`src/rtl/shift_seq_ctrl.sv`:
```
// Shift-register sequencer: arbitrates two requesters round-robin and
// walks each job through CLEAR, LOAD, WIDTH SHIFT cycles and DONE.
//
// Ports:
//   clk, rst                    clock, async active-high reset
//   reqN_valid/data/ready       requester handshakes (ready = accept strobe)
//   sr_clr/load/shift_en/extend shift-register commands (registered)
//   sr_data_in                  latched word for the shift register
//   sr_q                        shift-register parallel output
//   busy, done, done_id, result job status and captured result
// Optional macro SHIFT_SEQ_ABORT_EN adds input abort / output aborted.
module shift_seq_ctrl #(
  parameter int WIDTH = 5
) (
  input  logic             clk,
  input  logic             rst,
  input  logic             req0_valid,
  input  logic [WIDTH-1:0] req0_data,
  output logic             req0_ready,
  input  logic             req1_valid,
  input  logic [WIDTH-1:0] req1_data,
  output logic             req1_ready,
  output logic             sr_clr,
  output logic             sr_load,
  output logic             sr_shift_en,
  output logic             sr_extend,
  output logic [WIDTH-1:0] sr_data_in,
  input  logic [WIDTH-1:0] sr_q,
  output logic             busy,
  output logic             done,
  output logic             done_id,
  output logic [WIDTH-1:0] result
`ifdef SHIFT_SEQ_ABORT_EN
  ,
  input  logic             abort,
  output logic             aborted
`endif
);

  localparam int CW = $clog2(WIDTH + 1);
  localparam logic [CW-1:0] CNT_LAST = CW'(WIDTH - 1);

  typedef enum logic [2:0] {
    S_IDLE,
    S_CLEAR,
    S_LOAD,
    S_SHIFT,
    S_DONE
  } state_t;

  state_t         state_q;
  state_t         state_d;
  logic [CW-1:0]  cnt_q;
  logic [CW-1:0]  cnt_d;
  logic           ptr_q;
  logic           id_q;
  logic           gnt_any;
  logic           gnt_id;
  logic           accept;
  logic           abort_hit;
  logic [WIDTH-1:0] gnt_data;

  // Pointer names the favoured requester; it only matters on a tie.
  assign gnt_any  = req0_valid | req1_valid;
  assign gnt_id   = (req0_valid & req1_valid) ? ptr_q : req1_valid;
  assign gnt_data = gnt_id ? req1_data : req0_data;
  assign accept   = (state_q == S_IDLE) & gnt_any;

  assign req0_ready = accept & ~gnt_id;
  assign req1_ready = accept &  gnt_id;
  assign sr_extend  = 1'b0;

`ifdef SHIFT_SEQ_ABORT_EN
  assign abort_hit = abort & ((state_q == S_CLEAR) |
                              (state_q == S_LOAD)  |
                              (state_q == S_SHIFT));
`else
  assign abort_hit = 1'b0;
`endif

  always_comb begin
    state_d = state_q;
    cnt_d   = cnt_q;
    unique case (state_q)
      S_IDLE: begin
        cnt_d = '0;
        if (gnt_any) state_d = S_CLEAR;
      end
      S_CLEAR: state_d = S_LOAD;
      S_LOAD: begin
        state_d = S_SHIFT;
        cnt_d   = '0;
      end
      S_SHIFT: begin
        if (cnt_q == CNT_LAST) begin
          state_d = S_DONE;
          cnt_d   = '0;
        end else begin
          cnt_d = cnt_q + 1'b1;
        end
      end
      S_DONE: state_d = S_IDLE;
      default: begin
        state_d = S_IDLE;
        cnt_d   = '0;
      end
    endcase
    if (abort_hit) begin
      state_d = S_IDLE;
      cnt_d   = '0;
    end
  end

  always_ff @(posedge clk or posedge rst) begin
    if (rst) begin
      state_q <= S_IDLE;
      cnt_q   <= '0;
    end else begin
      state_q <= state_d;
      cnt_q   <= cnt_d;
    end
  end

  // Job bookkeeping: word, owner and arbitration pointer move on accept.
  always_ff @(posedge clk or posedge rst) begin
    if (rst) begin
      ptr_q      <= 1'b0;
      id_q       <= 1'b0;
      sr_data_in <= '0;
    end else if (accept) begin
      ptr_q      <= ~gnt_id;
      id_q       <= gnt_id;
      sr_data_in <= gnt_data;
    end
  end

  // Outputs are decoded from the next state so they line up with it.
  always_ff @(posedge clk or posedge rst) begin
    if (rst) begin
      sr_clr      <= 1'b0;
      sr_load     <= 1'b0;
      sr_shift_en <= 1'b0;
      busy        <= 1'b0;
      done        <= 1'b0;
      done_id     <= 1'b0;
    end else begin
      sr_clr      <= (state_d == S_CLEAR) | abort_hit;
      sr_load     <= (state_d == S_LOAD);
      sr_shift_en <= (state_d == S_SHIFT);
      busy        <= (state_d != S_IDLE);
      done        <= (state_d == S_DONE);
      done_id     <= (state_d == S_DONE) ? id_q : 1'b0;
    end
  end

  // The last shift lands on the edge entering DONE, so sr_q is
  // only settled during DONE; capture it on the edge leaving DONE.
  always_ff @(posedge clk or posedge rst) begin
    if (rst) begin
      result <= '0;
    end else if (state_q == S_DONE) begin
      result <= sr_q;
    end
  end

`ifdef SHIFT_SEQ_ABORT_EN
  always_ff @(posedge clk or posedge rst) begin
    if (rst) begin
      aborted <= 1'b0;
    end else begin
      aborted <= abort_hit;
    end
  end
`endif

endmodule

```
`config.mk`:
```
export PLATFORM = sky130hd
export DESIGN_NAME = shift_seq_ctrl
export DESIGN_NICKNAME = d
export VERILOG_FILES = /design/src/rtl/shift_seq_ctrl.sv
export SDC_FILE = /design/constraint.sdc
export NUM_CORES = 1
export LEC_CHECK = 0
export BUFFER_PORTS_ARGS = -buffer_cell sky130_fd_sc_hd__buf_2
export CAP_MARGIN = 30
export CORE_UTILIZATION = 25
export DETAILED_ROUTE_END_ITERATION = 8
export GPL_ROUTABILITY_DRIVEN = 1
export HOLD_SLACK_MARGIN = 0.06
export PLACE_DENSITY = 0.44
export SYNTH_ARGS = -nofsm -noshare
export SYNTH_HDL_FRONTEND = slang
export SYNTH_SLANG_ARGS = --single-unit
```
`constraint.sdc`:
```
create_clock -name clk -period 2.1 [get_ports clk]
set_clock_uncertainty 0.05 [all_clocks]
set_input_delay 0.105 -clock clk [delete_from_list [all_inputs] [get_ports clk]]
set_output_delay 0.105 -clock clk [all_outputs]
set_load 0.005 [all_outputs]
```
# Yosys cells after proc, flatten, opt, wreduce, memory -nomap -nowiden
# Cells that the tools add are included.
# totals
elab_cells,39
memories,0
romBits,0
ff_bits,24
latch_bits,0
in_bits,19
ramBits,0
# classes
shift,0
order_cmp,0
div,0
mul,0
bitwise_logic,6
mux,8
n_reduce_logical,3
n_eq_ne,9
addsub,1
# op_table
cell,count
equality test 3 x 2 -> 1 bit (second input constant),4
case mux 3 bit (4 select lines),1
equality test 3 bit (second input constant),3
2-to-1 mux 3 bit,3
equality test 3 x 1 -> 1 bit (second input constant),2
case mux 3 bit (2 select lines),1
2-to-1 mux 5 bit,1
AND 1 bit,4
adder 3 x 1 -> 3 bit (second input constant),1
zero test 3 bit,1
nonzero test 3 bit,1
2-to-1 mux 1 bit,2
OR reduction 2 bit,1
inverter 1 bit,1
bitwise OR 1 bit,1

# Longest topological paths before layout
# Gate-level depths: netlist of run 1.
# logic_depth
word_depth,5
depth_mapped,5
depth_no_buf,5

# Least setup slack after synthesis of run 1
# OpenSTA, ideal clock, no wires.
# synth_path
path_kind,register to register
from,reg state_q[1]
to,reg sr_data_in[0]
required_time_ns,1.986
slack_ns,0.709
t_arrival_ns,1.277
period_less_slack_ns,1.391
stages_incl_launch_ff,6
cell_sequence,dfrtp_1 > buf_6 > or3_1 > buf_6 > nor3_1 > a221o_2
# synth_via
elab_chain_len,2
# synth_lines
item,line,rtl
"start, declared",51,state_t state_q;
"start signal, assigned",119,state_q <= state_d;
zero test 3 bit,67,assign accept = (state_q == S_IDLE) & gnt_any;
AND 1 bit,67,
"end signal, assigned",133,sr_data_in <= gnt_data;
"end, declared",27,"output logic [WIDTH-1:0] sr_data_in,"
# Every way passes these cells.
# A chain may end at the register's enable or synchronous reset.

# Worst setup path after layout of run 1
# layout_path
from,reg state_q[1]
to,out req1_ready
# layout_via
elab_chain_len,3
# layout_lines
item,line,rtl
zero test 3 bit,67,
AND 1 bit,67,
AND 1 bit,70,assign req1_ready = accept & gnt_id;
"end, declared",22,"output logic req1_ready,"
# Every way passes these cells.

==> metrics.cfg, run 1 <==
[cts]
numClockSinks = 24
cts_setup_buffers = 0
clock_path_buffers = 2
tritoncts = done
clock_latency_ps = 260
htree_levels = 1
numCtsBuffers = 3
cts_root_buffer = clkbuf_8
clk_pin_slew_ps = 80

[timing]
maxSlewHeadroom_pct = 63.0
setup_tns_ps = 0
fmax_ghz = 0.554
hold_viol = 0
maxSlewViolCount = 0
tightestPinTransition_ps = 554
fin_crit_ps = 1800
setup_violations = 0
fin_crit_sh_pct = 85.9
rsz0062_at_grt = no

[die]
die_w_um = 67.3
core_mm2 = 0.00406
num_io_pins = 38
design.die.area_mm2 = 0.00453
start_util_pct = 26.3
row_count = 23
die_y_um = 67.3

[yosys]
synth-edff-count = 0
ys_async_sr_fraction_pct = 100
seq_area_frac_synth_pct = 56.3
syn_area_per_cell_um2 = 12.1
synth_warnings = 0
netlist_area_mm2 = 0.00107
synth_flop_cell = dfrtp_1
synth_cells = 88
syn-num-nets = 109
ys_types = 31
yosys_register_bits = 24

[worst_setup_path]
crit_start = state_q[1]
worstPathArrival_ps = 1650
required_ps = 1950
endpoint_kind = primary output
critPathKind = reg2out
crit_buf_inv = 1
timing.rr.start = state_q[1]
crit_chain = or3_1 > nor3b_4 > buf_2
cpPeakStageDelay_ps = 540
cp_max_fo = 10
slowest_stage = or3_1
critPathTopFamily = simple AND/OR/NAND/NOR gates
startpoint_type = flop

[pwr]
total_power_mw = 1.51
power_density_mw_per_mm2 = 1060
peakVddDrop_v = 0.000351
leakagePower_nw = 0.704

[job]
cap_violations = 0

[layout]
diodes = 0
drive_gt1_share_pct = 40.6
syn_to_final_growth_pct = 33.5
nets = 156

[detailed_routing]
ant_nets = 0
drc = 0
via_per_inst = 4.42
wl_per_cell_um = 11.6
vias = 808
drt_first_pass_iters = 2
drt-total-wl_mm = 2.13
drt_iter0_markers = 18

[placement]
post-dp-hpwl_mm = 1.54
gp_congestion = 0.740
port_buffers = 36

[global_routing]
grt_pass1_wl_mm = 3.50
grt_pass1_vias = 769
grt_usage_pct = 10.5
grt-ovfl-total = 0
grt_max_degree = 25
antenna_found_initial = 0

[min_path]
holdCritStartpoint = req0_valid
min_path_type = in2reg

[status]
status = complete, no violations

==> tightest hold or removal path, delay by kind of cell <==
kind | cells | cell delay [ps]
AO/OA/AOI/OAI | 1 | 140
buffers and inverters | 2 | 180
==> per-layer routing <==
metal / vias to the layer above / global-route usage [%] / share of wire (%)
met5: - / 0 / 0
met4: 0 / 3.99 / 1.1
met3: 2 / 2.53 / 7.1
met2: 29 / 17.4 / 45
met1: 376 / 13.1 / 47
li1: 401 / - / -
==> what timing repair did <==
item / CTS / global route
hold buffers: 11 / 0
resized for setup: 0 / 0
hold endpoints to repair: 34 / 0
endpoints found under the setup margin: 0 / 0
==> worst paths after layout <==
kind | slack, ps | end | cells past startpoint
setup / recovery | 300 | req1_ready | 3
hold / removal | 150 | sr_clr | 3
setup reg to reg | 580 | result[0] | 2
hold reg to reg | 430 | id_q | 1
max in group asynchronous | 1380 | sr_data_in[4] | 4
min in group asynchronous | 380 | result[3] | 4
==> sequential cells by signal (all words and copies together) (netlist names), 3 cells and up <==
name	cells
result	5
cnt_q	3
state_q	3
sr_data_in	5
==> per-stage QoR <==
stage / hold WS [ps] / std cells / util [%] / cell area (µm²) / setup WS, ps
after floorplan: 69.6 / 88 / - / 1070 / 709
after global placement: 117 / 169 / 31.3 / 1270 / 582
after detailed placement: 130 / 169 / 31.3 / 1270 / 573
after CTS: 148 / 183 / 35.1 / 1420 / 285
after global routing: 157 / 183 / 35.1 / 1420 / 220
final: 149 / 183 / 35.1 / 1420 / 296
==> placed cells by master, fill, tap and decap left out, types with 2 or more instances in the layout <==
master,Yosys,final
clkbuf_8,0,3
dlygate4sd3_1,0,11
nor2_1,2,2
buf_2,3,36
ha_1,2,2
a22o_1,3,3
and3_1,3,3
inv_1,5,5
nor3_1,5,5
mux2_2,5,5
a221o_2,5,5
nor2b_1,2,2
nand2_1,8,8
dfrtp_1,24,24
a21o_1,2,2
==> Yosys cell counts, types with 2 or more instances <==
| cell type | instances | share of area, % |
|---|---|---|
| nor2_1 | 2 | 0.70 |
| mux2_2 | 5 | 5.3 |
| buf_2 | 3 | 1.4 |
| a21o_1 | 2 | 1.4 |
| dfrtp_1 | 24 | 56 |
| nor2b_1 | 2 | 1.2 |
| buf_6 | 2 | 2.1 |
| inv_1 | 5 | 1.8 |
| nor3_1 | 5 | 2.3 |
| a221o_2 | 5 | 5.3 |
| and3_1 | 3 | 1.8 |
| nand2_1 | 8 | 2.8 |
| a22o_1 | 3 | 2.5 |
| ha_1 | 2 | 2.3 |
==> power by group <==
group          total [mW]  switching [mW]  internal, mW  leakage [nW]
clock               0.264           0.136         0.128        0.0216
sequential          0.739           0.118         0.622         0.292
combinational       0.509           0.224         0.285         0.390
==> final cells by class <==
cell class / count / area (µm²)
flip-flops and latches: 24 / 601
inverters: 5 / 18.8
multi-input cells: 53 / 402
well taps: 50 / 62.6
repair buffers: 48 / 298
clock buffers: 3 / 41.3
fillers: 418 / 2640
==> cell families (layout without fill, tap and decap cells) <==
family | after synthesis | in the layout | share of synthesized area, %
adder cells (fa/ha/maj) | 2 | 2 | 2.35
flip-flops | 24 | 24 | 56.3
other | 1 | 1 | 0.352
XOR/XNOR | 1 | 1 | 0.822
multiplexers | 5 | 5 | 5.28
buffers and inverters | 11 | 56 | 5.99
AND/OR/NAND/NOR | 29 | 29 | 16.4
AO/OA/AOI/OAI | 15 | 15 | 12.4
(Power assumes the default switching activity.)
==> run 2, diff against run 1 <==
Settings changed: PLACE_DENSITY 0.44 to 0.45.
Clock period 2.1 ns to 1.4 ns, I/O delays scaled along.
==> metrics.cfg, run 2 (synthesis gave the netlist of run 1 again) <==
[detailed_routing]
drc = 0
wl_per_cell_um = 12.9
drt-total-wl_mm = 2.57
ant_nets = 0
drt_iter0_markers = 33
via_per_inst = 4.39
vias = 874
drt_first_pass_iters = 4

[die]
num_io_pins = 38
die_w_um = 67.3
core_mm2 = 0.00406
die_y_um = 67.3
start_util_pct = 26.3
design.die.area_mm2 = 0.00453
row_count = 23

[cts]
htree_levels = 1
clock_path_buffers = 2
clock_latency_ps = 260
tritoncts = done
cts_root_buffer = clkbuf_8
numCtsBuffers = 3
clk_pin_slew_ps = 80
numClockSinks = 24

[global_routing]
antenna_found_initial = 0
grt-busiest-layer = met2
grt_pass1_vias = 891
grt_util_met3_pct = 2.03
grt_usage_pct = 12.2
grt_pass1_wl_mm = 4.01
use_met2_pct = 20.8
use_met1_pct = 14.3
grt-ovfl-total = 0
grt_max_degree = 25

[worst_setup_path]
crit_chain = or3_4 > nor3b_4 > buf_2
required_ps = 1280
crit_buf_inv = 1
cp_max_fo = 2
critPathTopFamily = simple AND/OR/NAND/NOR gates
endpoint_kind = primary output
slowest_stage = or3_4
cpPeakStageDelay_ps = 410
startpoint_type = flop
worstPathArrival_ps = 1390
critPathKind = reg2out

[placement]
dp_slack_ps = 0.791
port_buffers = 36
place_inst = 178
dpl-instance-area_mm2 = 0.00134
post-dp-hpwl_mm = 1.66
gp_congestion = 0.718

[pwr]
power_density_mw_per_mm2 = 1620
leakagePower_nw = 0.818
netSwitchingFraction_pct = 32.0
intPower_mw = 1.85
pwr-share-comb_pct = 45.7
power_switching_mw = 0.868
total_power_mw = 2.71
peakVddDrop_v = 0.000435
p_seq_share_pct = 39.5
pwr-share-clk_pct = 14.7

[timing]
fin_crit_sh_pct = 108
setup_violations = 16
rsz0062_at_grt = yes
fin_ws_ps = -110
fin_crit_ps = 1510
maxSlewViolCount = 0
hold_viol = 0
whs_ps = 140
fmax_ghz = 0.662

[job]
cap_violations = 0

[layout]
finish.instance_area_mm2 = 0.00168
nets = 172
mostFrequentLayoutCells = 35 x buf_2, 24 x dfrtp_1, 11 x dlygate4sd3_1, 10 x buf_4
top_regs = result (5), sr_data_in (5)
final_cells = 199
fillers = 410
multi_input_area_um2 = 502
syn_to_final_growth_pct = 57.2
drive_gt1_share_pct = 54.4
ff_latch_area_um2 = 601
diodes = 0
layout_commonest_cell = buf_2

[min_path]
min_path_type = in2reg

[status]
violations = negative setup slack
status = complete, but fails checks

## run 2: power by group through the flow
stage,sequential [mW],clock (mW),combinational [mW]
floorplan,1.08,0,0.556
global placement,1.08,0,0.896
detailed placement,1.09,0,0.913
CTS,1.07,0.413,1.07
global route,1.11,0.446,1.36
finish,1.07,0.399,1.24
## run 2: area by class of cell
type | instances | share of cell area, %
multi-input cells | 53 | 29.9
repair buffers | 64 | 26.9
flip-flops and latches | 24 | 35.8
well taps | 50 | 3.73
clock buffers | 3 | 2.46
inverters | 5 | 1.12
## run 2: per-layer routing
layer,share of wire (%),up-vias
met2,51,21
li1,-,428
met3,3.2,4
met4,2.5,0
met1,43,421
met5,0,-
## run 2: what timing repair did
item,4_1_cts,5_1_grt
pin swaps,8,5
resized for setup,14,14
endpoints found under the setup margin,3,19
endpoints found under the hold margin,34,0
setup buffers,6,1
hold buffers,11,0
## run 2: worst min-delay path: stages
cell,delay (ps)
buf_2,80
nand2_1,50
nor3_2,90
a221o_2,130
## run 2: path summary, 6_finish.rpt
| kind | startpoint | to | slack, ps | depth (start not counted) |
|---|---|---|---|---|
| max | state_q[0] | req1_ready | -110 | 3 |
| min | req1_data[3] | sr_data_in[3] | 140 | 4 |
| max reg2reg | state_q[0] | result[4] | -80 | 5 |
| min reg2reg | id_q | id_q | 440 | 1 |
| max in group asynchronous | rst | sr_data_in[3] | 720 | 4 |
| min in group asynchronous | rst | sr_data_in[2] | 340 | 4 |
## run 2: per-stage QoR
step | utilization (%) | setup TNS [ps]
6_report | 41.3 | -779
5_1_grt | 41.3 | -1800
4_1_cts | 39.3 | -823
3_5_place_dp | 33.0 | 0
3_3_place_gp | 33.0 | 0
2_1_floorplan | - | 0
